<file path="src/rtl/bus_countdown_timer.sv">
// Loadable down-counter: counts a captured start value down to zero on enabled
// cycles, pulses expired on reaching zero, and optionally reloads itself.
//
// state | meaning
// ------+-----------------------------------------------------------
// IDLE  | not counting; count holds (0 after expiry or reset), busy=0
// RUN   | counting down on enabled cycles, busy=1

module bus_countdown_timer #(
    parameter int WIDTH       = 4,
    parameter bit AUTO_RELOAD = 1'b0
) (
    input  logic             clk,
    input  logic             reset_n,
    input  logic             load,
    input  logic [WIDTH-1:0] load_value,
    input  logic             enable,
    output logic [WIDTH-1:0] count,
    output logic             busy,
    output logic             expired,
    output logic [3:0]       expire_cnt
);

    typedef enum logic {
        IDLE = 1'b0,
        RUN  = 1'b1
    } state_t;

    state_t           state;
    logic [WIDTH-1:0] reload_value;

    always_ff @(posedge clk or negedge reset_n) begin
        if (!reset_n) begin
            state        <= IDLE;
            count        <= '0;
            reload_value <= '0;
            busy         <= 1'b0;
            expired      <= 1'b0;
            expire_cnt   <= 4'd0;
        end else begin
            expired <= 1'b0;
            if (load) begin
                count        <= load_value;
                reload_value <= load_value;
                if (load_value != '0) begin
                    state <= RUN;
                    busy  <= 1'b1;
                end else begin
                    state <= IDLE;
                    busy  <= 1'b0;
                end
            end else if (state == RUN && enable) begin
                if (count > WIDTH'(1)) begin
                    count <= count - WIDTH'(1);
                end else begin
                    // RUN is only entered with a non-zero value, so this is count==1
                    expired <= 1'b1;
                    if (expire_cnt != 4'd15)
                        expire_cnt <= expire_cnt + 4'd1;
                    if (AUTO_RELOAD) begin
                        count <= reload_value;
                    end else begin
                        count <= '0;
                        state <= IDLE;
                        busy  <= 1'b0;
                    end
                end
            end
        end
    end

endmodule

</file>
<file path="config.mk">
export PLATFORM = sky130hd
export DESIGN_NAME = bus_countdown_timer
export DESIGN_NICKNAME = d
export VERILOG_FILES = /design/src/rtl/bus_countdown_timer.sv
export SDC_FILE = /design/constraint.sdc
export NUM_CORES = 1
export LEC_CHECK = 0
export ABC_CLOCK_PERIOD_IN_PS = 2050
export BUFFER_PORTS_ARGS = -buffer_cell sky130_fd_sc_hd__buf_2
export CORE_ASPECT_RATIO = 0.9
export CORE_MARGIN = 8
export CORE_UTILIZATION = 35
export CTS_CLUSTER_DIAMETER = 40
export CTS_CLUSTER_SIZE = 8
export DETAILED_ROUTE_END_ITERATION = 16
export GPL_TIMING_DRIVEN = 0
export SLEW_MARGIN = 5
export SYNTH_ARGS = -nofsm -noshare
export SYNTH_HDL_FRONTEND = slang
export SYNTH_SLANG_ARGS = --single-unit
</file>
<file path="constraint.sdc">
create_clock -name clk -period 2.05 [get_ports clk]
set_input_delay 0.205 -clock clk [delete_from_list [all_inputs] [get_ports clk]]
set_output_delay 0.205 -clock clk [all_outputs]
set_load 0.05 [all_outputs]
</file>
==> results of run 1 <==
## flip-flops by register name, indices dropped and copies added (netlist names)
name	cells
state	1
count	4
expire_cnt	4
expired	1
## Yosys cell counts
| cell type | count |
|---|---|
| sky130_fd_sc_hd__and3b_1 | 1 |
| sky130_fd_sc_hd__mux2_2 | 1 |
| sky130_fd_sc_hd__nand3_1 | 2 |
| sky130_fd_sc_hd__a41oi_1 | 2 |
| sky130_fd_sc_hd__xnor2_1 | 1 |
| sky130_fd_sc_hd__inv_1 | 4 |
| sky130_fd_sc_hd__nor2b_1 | 2 |
| sky130_fd_sc_hd__mux2i_1 | 1 |
| sky130_fd_sc_hd__nand2_1 | 4 |
| sky130_fd_sc_hd__nor4_1 | 1 |
| sky130_fd_sc_hd__or3_1 | 1 |
| sky130_fd_sc_hd__a211o_2 | 2 |
| sky130_fd_sc_hd__and3_2 | 1 |
| sky130_fd_sc_hd__o21bai_1 | 1 |
| sky130_fd_sc_hd__nand4_1 | 1 |
| sky130_fd_sc_hd__a31oi_1 | 4 |
| sky130_fd_sc_hd__or2_0 | 1 |
| sky130_fd_sc_hd__o21ai_0 | 1 |
| sky130_fd_sc_hd__a211oi_1 | 1 |
| sky130_fd_sc_hd__and3_1 | 1 |
| sky130_fd_sc_hd__dfrtp_1 | 10 |
| sky130_fd_sc_hd__ha_1 | 3 |
| sky130_fd_sc_hd__o211a_1 | 1 |
| sky130_fd_sc_hd__and2b_2 | 1 |
| sky130_fd_sc_hd__nor2_1 | 4 |
| sky130_fd_sc_hd__a221o_1 | 1 |
| sky130_fd_sc_hd__a311oi_1 | 1 |
| sky130_fd_sc_hd__clkbuf_2 | 1 |
## critical path, cell delays in order, from the launching register on
cell and delay, ps:
sky130_fd_sc_hd__dfrtp_1 430, sky130_fd_sc_hd__inv_1 60, sky130_fd_sc_hd__ha_1 220, sky130_fd_sc_hd__or2_0 200, sky130_fd_sc_hd__clkbuf_2 170, sky130_fd_sc_hd__nand4_1 150, sky130_fd_sc_hd__mux2_2 340
## path summary, 6_finish.rpt
kind	endpoint	slack, ps	cells past startpoint
setup / recovery	expire_cnt[1]$_DFFE_PN0P_	360	6
hold / removal	count[2]$_DFFE_PN0P_	180	3
setup reg to reg	expire_cnt[1]$_DFFE_PN0P_	360	6
hold reg to reg	expire_cnt[0]$_DFFE_PN0P_	520	1
max in group asynchronous	count[3]$_DFFE_PN0P_	1530	2
min in group asynchronous	expire_cnt[2]$_DFFE_PN0P_	330	2
## cell families (layout without fill, tap and decap cells)
family | Yosys count | in the layout | share of synthesized area [%]
and+or+nand+nor | 20 | 20 | 19.51
AOI/OAI and AO/OA | 14 | 14 | 19.96
DFF | 10 | 10 | 44.84
buffers and inverters | 5 | 26 | 3.586
adders and majority gates | 3 | 3 | 6.727
muxes | 2 | 2 | 3.812
xor gates and xnor gates | 1 | 1 | 1.570
## power by group through the flow
stage	Combinational, W	Clock, W	Sequential (W)
floorplan	0.0000915	0	0.000395
global placement	0.000289	0	0.000273
detailed placement	0.000294	0	0.000274
CTS	0.000296	0.000135	0.000270
global route	0.000317	0.000145	0.000277
finish	0.000292	0.000127	0.000270
## per-stage QoR
step / instance area (µm²) / hold WS [ps] / setup slack (ps)
after floorplan: 558.0 / -90.59 / 170.9
after global placement: 661.9 / 75.89 / 381.8
after detailed placement: 661.9 / 77.98 / 366.1
after CTS: 694.4 / 177.5 / 343.9
after global routing: 694.4 / 201.1 / 256.4
final: 694.4 / 182.6 / 360.2
## metal layers
| layer | share of wire, % | track usage (%) |
|---|---|---|
| met1 | 45 | 9.401 |
| met2 | 46 | 13.15 |
| met3 | 7.1 | 4.988 |
| met4 | 0.98 | 3.659 |
| met5 | 0 | 0 |
## what timing repair did
item,CTS,global route
buffers inserted,0,0
hold buffers,1,0
hold endpoints to repair,10,0
## cells in the final DEF, fill, tap and decap left out, types with 2 or more instances in the layout
| cell type | Yosys | final |
|---|---|---|
| sky130_fd_sc_hd__a211o_2 | 2 | 2 |
| sky130_fd_sc_hd__a31oi_1 | 4 | 4 |
| sky130_fd_sc_hd__a41oi_1 | 2 | 2 |
| sky130_fd_sc_hd__buf_2 | 0 | 17 |
| sky130_fd_sc_hd__clkbuf_4 | 0 | 3 |
| sky130_fd_sc_hd__dfrtp_1 | 10 | 10 |
| sky130_fd_sc_hd__ha_1 | 3 | 3 |
| sky130_fd_sc_hd__inv_1 | 4 | 4 |
| sky130_fd_sc_hd__nand2_1 | 4 | 4 |
| sky130_fd_sc_hd__nand3_1 | 2 | 2 |
| sky130_fd_sc_hd__nor2_1 | 4 | 4 |
| sky130_fd_sc_hd__nor2b_1 | 2 | 2 |
## layout make-up
| class | count | share of cell area [%] |
|---|---|---|
| Buffer | 1 | 0.7207 |
| Clock buffer | 3 | 3.243 |
| Inverter | 4 | 2.162 |
| Multi-Input combinational cell | 40 | 41.44 |
| Sequential cell | 10 | 36.04 |
| Tap cell | 15 | 2.703 |
| Timing Repair Buffer | 18 | 13.69 |
==> flow_summary.toml, run 1 <==
[logic_synthesis]
yosysTopAreaCellShare_pct = 44.84
synth_seq_cells = 10
netlist_instances = 55
synth-seq-area-share_pct = 44.84
synth_nets = 66
synth.avg_cell_area_um2 = 10.15
netlist-cell-type-count = 28
top_cell_type_by_total_area_after_synthesis = "sky130_fd_sc_hd__dfrtp_1"
post_synth_main_area_contributors = "sky130_fd_sc_hd__dfrtp_1 (45%), sky130_fd_sc_hd__ha_1 (6.7%), sky130_fd_sc_hd__a31oi_1 (4.5%)"
synth_area_um2 = 558.0
yosysWarningCount = 0

[sta]
maxSlewHeadroom_pct = 69.47
post_route_setup_tns_ps = 0
max_frequency_ghz = 0.5918
finalCriticalPeriod_ps = 1690
layout_worst_path_cycle_share_pct = 82.43
finalHoldViolCount = 0
finalSetupViolations = 0
worst_tran_pin_value_ps = 456.3
clock_skew_ps = 3.195
finalMaxSlewViolations = 0
rsz_0062_raised_after_global_routing = "no"

[pwr]
power_leakage_nw = 0.3721
p_int_w = 0.0003862
comb_power_share_pct = 42.3
power.share.sequential_pct = 39.2
power_switching_share_pct = 43.93
vdd_drop_max_mv = 0.6691
design_power_total_w = 0.0006888
pwr-share-clk_pct = 18.4
power-per-cell-area_nw_per_um2 = 992.0
switchingPower_w = 0.0003026

[placement]
place.detailed.instances = 87
buffer_ports.inserted = 17
place.gp.congestion = 0.7668
dp_hpwl_um = 956.8

[critical_path]
critical_r2r_launch = "count[0]$_DFFE_PN0P_"
endpoint_kind = "register"
setup.worst_path.start = "count[0]$_DFFE_PN0P_"
criticalPathCategory = "reg2reg"
cp-start-kind = "register"
required_arrival_time_at_the_worst_endpoint_ps = 2190
worstPathMaxFanout = 8
worst_ep_arrival_time_ps = 1830

[cells_and_area]
area.sequential_um2 = 250.2
finalNetCount = 89
combined_area_of_the_multi_input_logic_cells_um2 = 287.8
antenna_cells = 0
finalNonFillerCells = 91
final_layout_size_suffix_gt1_share_pct = 34.21
area_growth_synth_to_finish_pct = 24.44
layout.filler_cells = 148
final_util_pct = 47.44

[die]
die-area_um2 = 3130
die_w_um = 58.09
core.rowCount = 13
design.portCount = 18
die_height_um = 53.88
core_area_um2 = 1464
initial_utilization_pct = 38.12

[global_route]
grt_pass1_wl_mm = 1.959
first_global_vias = 443
maximum_number_of_pins_on_one_net_before_global_route_repair = 11
global_route.usage.total_pct = 8.483
gr-total-overflow = 0
antenna_violations_before_repair = 0

[clock_tree]
worst_skew_pair.late_latency_ps = 260
clkTransAtPathRegs_ps = 60
clock-root-buffer = "sky130_fd_sc_hd__clkbuf_4"
cts.repair.resized = 0
clock_sink_count = 10
cts.path.max_buffers = 2
clock_tree.htree_level_count = 1
cts_made_buffers = 3
tritoncts = "yes"

[route]
vias = 461
post-route-drc-count = 0
route.antenna.remaining_nets = 0
firstDrtPassIters = 2
wl_final_mm = 1.219
drt-vias-per-instance = 5.066
wl_per_cell_um = 13.40
first_iter_violations = 8

[status]
outcome = "finished, final reports clean"

[min_path]
min_from = "load_value[2]"
worst_hold_path_type = "in2reg"

[flow_run]
cap_viol_max_count = 0
Power figures use the tool's default switching activity.
==> run 2: changes to the inputs <==
--- a/config.mk
+++ b/config.mk
@@ -5,7 +5,7 @@
 export SDC_FILE = /design/constraint.sdc
 export NUM_CORES = 1
 export LEC_CHECK = 0
-export ABC_CLOCK_PERIOD_IN_PS = 2050
+export ABC_CLOCK_PERIOD_IN_PS = 1650
 export BUFFER_PORTS_ARGS = -buffer_cell sky130_fd_sc_hd__buf_2
 export CORE_ASPECT_RATIO = 0.9
 export CORE_MARGIN = 8
==> constraint.sdc (replaced) <==
create_clock -name clk -period 1.65 [get_ports clk]
set_input_delay 0.165 -clock clk [delete_from_list [all_inputs] [get_ports clk]]
set_output_delay 0.165 -clock clk [all_outputs]
set_load 0.05 [all_outputs]
==> run 2 against run 1 <==
Critical endpoint unchanged. Core utilization up 4.3 points. Total power increased by 39%. Non-clock buffer count rose by 3. Design area increased by 9.0%. Combinational power rose by 36%. Final cell count increased by 4.4%. Clock power rose by 73%. Worst setup slack worse by 290 ps.
==> flow_summary.toml, run 2 (synthesized netlist as in run 1, its figures left out) <==
[route]
vias = 542
wl_final_mm = 1.363
route.antenna.remaining_nets = 0
drt-vias-per-instance = 5.705
post-route-drc-count = 0
first_iter_violations = 12
firstDrtPassIters = 4
wl_per_cell_um = 14.35

[sta]
layout_worst_path_cycle_share_pct = 95.72
max_frequency_ghz = 0.6331
clock_skew_ps = 8.025
post-route-worst-setup-slack_ps = 70.59
finalCriticalPeriod_ps = 1579
finalHoldViolCount = 0
finalSetupViolations = 0
rsz_0062_raised_after_global_routing = "yes"
worst_tran_pin_value_ps = 297.1
maxSlewHeadroom_pct = 80.17
finalMaxSlewViolations = 0

[critical_path]
crit_chain = "inv_2 > ha_4 > or2_0 > buf_4 > nand4_1 > mux2_4"
cp-start-kind = "register"
critical_path_depth = 6
worstPathMaxFanout = 7
critPathMaxStageDelay_ps = 410
path_buf_inv = 2
worst_ep_arrival_time_ps = 1730
r2r.worst_path.cells = 6
critical_path.slowest_cell = "sky130_fd_sc_hd__dfrtp_2"
criticalPathCategory = "reg2reg"
worst-r2r-setup-slack_ps = 70
path_delay_family = "flip-flops"
endpoint_kind = "register"
required_arrival_time_at_the_worst_endpoint_ps = 1800

[pwr]
vdd_drop_max_mv = 0.8901
design_power_total_w = 0.0009548
power-per-cell-area_nw_per_um2 = 1261
power_leakage_nw = 0.3928

[placement]
place_worst_setup_slack_ps = 18.21
place.gp.congestion = 0.7859
buffer_ports.inserted = 17
dp_hpwl_mm = 1.037

[clock_tree]
clock_tree.htree_level_count = 1
clkTransAtPathRegs_ps = 70
cts_made_buffers = 3
tritoncts = "yes"
clock_sink_count = 10
cts.path.max_buffers = 2
worst_skew_pair.late_latency_ps = 270
clock-root-buffer = "sky130_fd_sc_hd__clkbuf_4"

[cells_and_area]
area_growth_synth_to_finish_pct = 35.65
area.sequential_um2 = 252.7
reg_top3 = "count x4, expire_cnt x4"
combined_area_of_the_multi_input_logic_cells_um2 = 309.0
mostFrequentLayoutCells = "sky130_fd_sc_hd__buf_2 (17), sky130_fd_sc_hd__dfrtp_1 (8), sky130_fd_sc_hd__buf_4 (4), sky130_fd_sc_hd__nand2_1 (4), sky130_fd_sc_hd__a31oi_1 (4)"
finalNetCount = 92
layout_commonest_cell = "sky130_fd_sc_hd__buf_2"
antenna_cells = 0
layout.filler_cells = 146
final_layout_size_suffix_gt1_share_pct = 46.25

[die]
die_w_um = 58.09
die_height_um = 53.88
design.portCount = 18
initial_utilization_pct = 38.12
die-area_um2 = 3130
core.rowCount = 13
core_area_um2 = 1464

[status]
outcome = "finished, final reports clean"

[global_route]
grt_pass1_wl_mm = 2.242
globalRouteMet1Util_pct = 10.87
grt_most_used_layer = "met2"
grtUsageMet2_pct = 15.19
antenna_violations_before_repair = 0
global_route.usage.total_pct = 9.671
gr-total-overflow = 0
first_global_vias = 502
maximum_number_of_pins_on_one_net_before_global_route_repair = 11
global_route.usage.met3_pct = 4.751

[flow_run]
cap_viol_max_count = 0

[min_path]
worst_hold_path_type = "in2reg"
hold_depth = 3
## run 2: changes by cell type in the layout (fill, tap and decap cells not counted), moves of 2 or more
cell                      previous run  this run
sky130_fd_sc_hd__inv_2               0         2
sky130_fd_sc_hd__dfrtp_1            10         8
sky130_fd_sc_hd__buf_4               0         4
sky130_fd_sc_hd__ha_1                3         1
sky130_fd_sc_hd__dfrtp_2             0         2
sky130_fd_sc_hd__inv_1               4         2
## run 2: timing repair
action                                  CTS  global route
hold buffers                              1             0
buffers inserted                          0             3
hold endpoints to repair                 10             0
gates resized for setup                   1             3
endpoints found under the setup margin    1             2
pin swaps                                 1             4
gates cloned                              0             0
## run 2: tightest hold or removal path, cell delays in order
cell,delay (ps)
sky130_fd_sc_hd__buf_2,90
sky130_fd_sc_hd__nand2_1,40
sky130_fd_sc_hd__o21ai_0,60
## run 2: worst paths after layout
| check | from | end |
|---|---|---|
| worst max-delay path | count[0]$_DFFE_PN0P_ | expire_cnt[1]$_DFFE_PN0P_ |
| worst min-delay path | load_value[2] | count[2]$_DFFE_PN0P_ |
| worst max register to register | count[0]$_DFFE_PN0P_ | expire_cnt[1]$_DFFE_PN0P_ |
| worst min register to register | expire_cnt[0]$_DFFE_PN0P_ | expire_cnt[0]$_DFFE_PN0P_ |
| max in group asynchronous | reset_n | count[1]$_DFFE_PN0P_ |
| min in group asynchronous | reset_n | expire_cnt[3]$_DFFE_PN0P_ |
## run 2: layer usage
metal	part of all wire [%]	up-vias
li1	-	259
met1	46	262
met2	47	19
met3	5.7	2
met4	1.4	0
met5	0	-
## run 2: power breakdown
part,total (W),switching (W),internal [W]
combinational,0.000396,0.000262,0.000134
sequential,0.000339,0.0000481,0.000290
clock,0.000220,0.0000860,0.000134
## run 2: layout make-up
class | count | area share (%)
multi-input cells | 40 | 40.83
flip-flops and latches | 10 | 33.39
repair buffers | 21 | 15.54
clock buffers | 4 | 4.793
well taps | 15 | 2.479
inverters | 4 | 1.983
plain buffers | 1 | 0.9917
## run 2: stage by stage
step	std cells	hold WS [ps]	setup TNS, ps	cell area [µm²]	utilization, %
floorplan	55	-130.6	-9.405	569.3	-
global placement	87	38.25	0	673.1	45.98
detailed placement	87	41.19	0	673.1	45.98
CTS	92	130.2	0	721.9	49.32
global route	95	141.6	-23.46	757.0	51.71
finish	95	139.3	0	757.0	51.71
==> run 3: changes to the inputs <==
--- a/config.mk
+++ b/config.mk
@@ -11,9 +11,10 @@
 export CORE_MARGIN = 8
 export CORE_UTILIZATION = 35
 export CTS_CLUSTER_DIAMETER = 40
-export CTS_CLUSTER_SIZE = 8
+export CTS_CLUSTER_SIZE = 40
 export DETAILED_ROUTE_END_ITERATION = 16
 export GPL_TIMING_DRIVEN = 0
+export HOLD_SLACK_MARGIN = 0.05
 export SLEW_MARGIN = 5
 export SYNTH_ARGS = -nofsm -noshare
 export SYNTH_HDL_FRONTEND = slang
==> constraint.sdc (replaced) <==
create_clock -name clk -period 1.65 [get_ports clk]
set_input_delay 0.165 -clock clk [delete_from_list [all_inputs] [get_ports clk]]
set_output_delay 0.165 -clock clk [all_outputs]
set_load 0.01 [all_outputs]
==> run 3 against run 2 <==
Count of clock-buffer cells in the layout shrank 1. Worst setup slack gained 24 ps. Sequential power shrank 2%. Non-clock buffer count grew 1. Design area shrank 3.6%. Register-to-register slack gained 20 ps. Sequential share of layout area grew 0.92 points. Critical endpoint unchanged. Highest routed layer unchanged.
==> flow_summary.toml, run 3 (synthesized netlist as in run 1, its figures left out) <==
[status]
outcome = "finished, final reports clean"

[global_route]
gr-total-overflow = 0
grt_pass1_wl_mm = 2.021
antenna_violations_before_repair = 0
global_route.usage.total_pct = 8.733
maximum_number_of_pins_on_one_net_before_global_route_repair = 11
first_global_vias = 459

[pwr]
design_power_total_w = 0.0007342
switchingPower_w = 0.0002407
comb_power_share_pct = 33.4
pwr-share-clk_pct = 21.3
power_switching_share_pct = 32.78
p_int_w = 0.0004935
power-per-cell-area_nw_per_um2 = 1006
power_leakage_nw = 0.3895
vdd_drop_max_mv = 0.5334
power.share.sequential_pct = 45.3

[critical_path]
worst_ep_arrival_time_ps = 1700
required_arrival_time_at_the_worst_endpoint_ps = 1790
worstPathMaxFanout = 8
criticalPathCategory = "reg2reg"
cp-start-kind = "register"
endpoint_kind = "register"

[sta]
post_route_setup_tns_ps = 0
finalHoldViolCount = 0
maxSlewHeadroom_pct = 69.18
max_frequency_ghz = 0.6430
layout_worst_path_cycle_share_pct = 94.25
finalMaxSlewViolations = 0
clock_skew_ps = 2.514
finalSetupViolations = 0
finalCriticalPeriod_ps = 1555
rsz_0062_raised_after_global_routing = "no"
final.hold.worst_slack_ps = 143.5
worst_tran_pin_value_ps = 460.5

[cells_and_area]
area_growth_synth_to_finish_pct = 30.72
finalInstanceArea_um2 = 729.5
mostFrequentLayoutCells = "sky130_fd_sc_hd__buf_2 (17), sky130_fd_sc_hd__dfrtp_1 (10), sky130_fd_sc_hd__buf_4 (5)"
layout_commonest_cell = "sky130_fd_sc_hd__buf_2"
finalNetCount = 93
reg_top3 = "count x4, expire_cnt x4"
final_layout_size_suffix_gt1_share_pct = 38.75
final_util_pct = 49.83
antenna_cells = 0

[route]
vias = 484
route.antenna.remaining_nets = 0
post-route-drc-count = 0
wl_per_cell_um = 13.23
drt-vias-per-instance = 5.095
firstDrtPassIters = 3
first_iter_violations = 10
wl_final_mm = 1.257

[clock_tree]
clock_tree.htree_level_count = 1
clock_sink_count = 10
cts.path.max_buffers = 2
clock-root-buffer = "sky130_fd_sc_hd__clkbuf_4"
cts_made_buffers = 3
clkTransAtPathRegs_ps = 60
worst_skew_pair.late_latency_ps = 260
tritoncts = "yes"

[die]
die-area_um2 = 3130
initial_utilization_pct = 38.12
core.rowCount = 13
die_w_um = 58.09
core_area_um2 = 1464
design.portCount = 18
die_height_um = 53.88

[placement]
place.gp.congestion = 0.7668
dp_hpwl_um = 956.8
place_area_um2 = 661.9
buffer_ports.inserted = 17

[min_path]
worst_hold_path_type = "in2reg"

[flow_run]
cap_viol_max_count = 0
[run 3: changes by cell type in the layout (fill, tap and decap cells not counted), moves of 2 or more]
| cell | delta |
|---|---|
| sky130_fd_sc_hd__dfrtp_1 | +2 |
| sky130_fd_sc_hd__inv_2 | -2 |
| sky130_fd_sc_hd__dfrtp_2 | -2 |
| sky130_fd_sc_hd__inv_1 | +2 |
[run 3: power groups by stage]
stage	clock [W]	sequential, W	combinational (W)
after floorplan	0	0.000356	0.000114
after global placement	0	0.000339	0.000220
after detailed placement	0	0.000340	0.000226
after CTS	0.000167	0.000332	0.000245
after global routing	0.000179	0.000340	0.000277
final	0.000156	0.000333	0.000245
[run 3: layer usage]
layer / part of all wire, % / track usage (%)
met1: 45 / 9.537
met4: 1.4 / 3.659
met5: 0 / 0
met3: 7.2 / 4.988
met2: 46 / 13.89
[run 3: worst paths after layout]
path | from | slack [ps] | end | cells after the start
setup / recovery | count[0]$_DFFE_PN0P_ | 90 | expire_cnt[1]$_DFFE_PN0P_ | 6
hold reg to reg | expire_cnt[0]$_DFFE_PN0P_ | 520 | expire_cnt[0]$_DFFE_PN0P_ | 1
hold / removal | load_value[2] | 140 | count[2]$_DFFE_PN0P_ | 3
setup reg to reg | count[0]$_DFFE_PN0P_ | 90 | expire_cnt[1]$_DFFE_PN0P_ | 6
min in group asynchronous | reset_n | 290 | expire_cnt[2]$_DFFE_PN0P_ | 2
max in group asynchronous | reset_n | 1170 | count[3]$_DFFE_PN0P_ | 2
[run 3: layout make-up]
type / instances / area, µm²
inverter: 4 / 15.01
timing repair buffer: 22 / 125.1
clock buffer: 3 / 22.52
buffer: 1 / 7.507
fill: 146 / 734.5
multi-input combinational: 40 / 290.3
sequential: 10 / 250.2
tap: 15 / 18.77
[run 3: per-stage QoR]
stage	setup WS [ps]	cells
4_1_cts	7.226	94
5_1_grt	12.66	95
6_report	94.86	95
3_3_place_gp	-18.23	87
2_1_floorplan	50.97	55
3_5_place_dp	-33.94	87
[run 3: what timing repair did]
action / CTS / global route
setup endpoints to repair: 3 / 4
gates resized for setup: 0 / 4
hold buffers: 1 / 0
endpoints found under the hold margin: 10 / 0
pin swaps: 0 / 1
setup buffers: 3 / 1
[run 3: critical path: stages, from the launching register on]
cell and delay [ps]:
sky130_fd_sc_hd__dfrtp_1 380, sky130_fd_sc_hd__inv_1 60, sky130_fd_sc_hd__ha_2 190, sky130_fd_sc_hd__or2_0 200, sky130_fd_sc_hd__buf_4 160, sky130_fd_sc_hd__nand4_1 110
sky130_fd_sc_hd__mux2_2 340
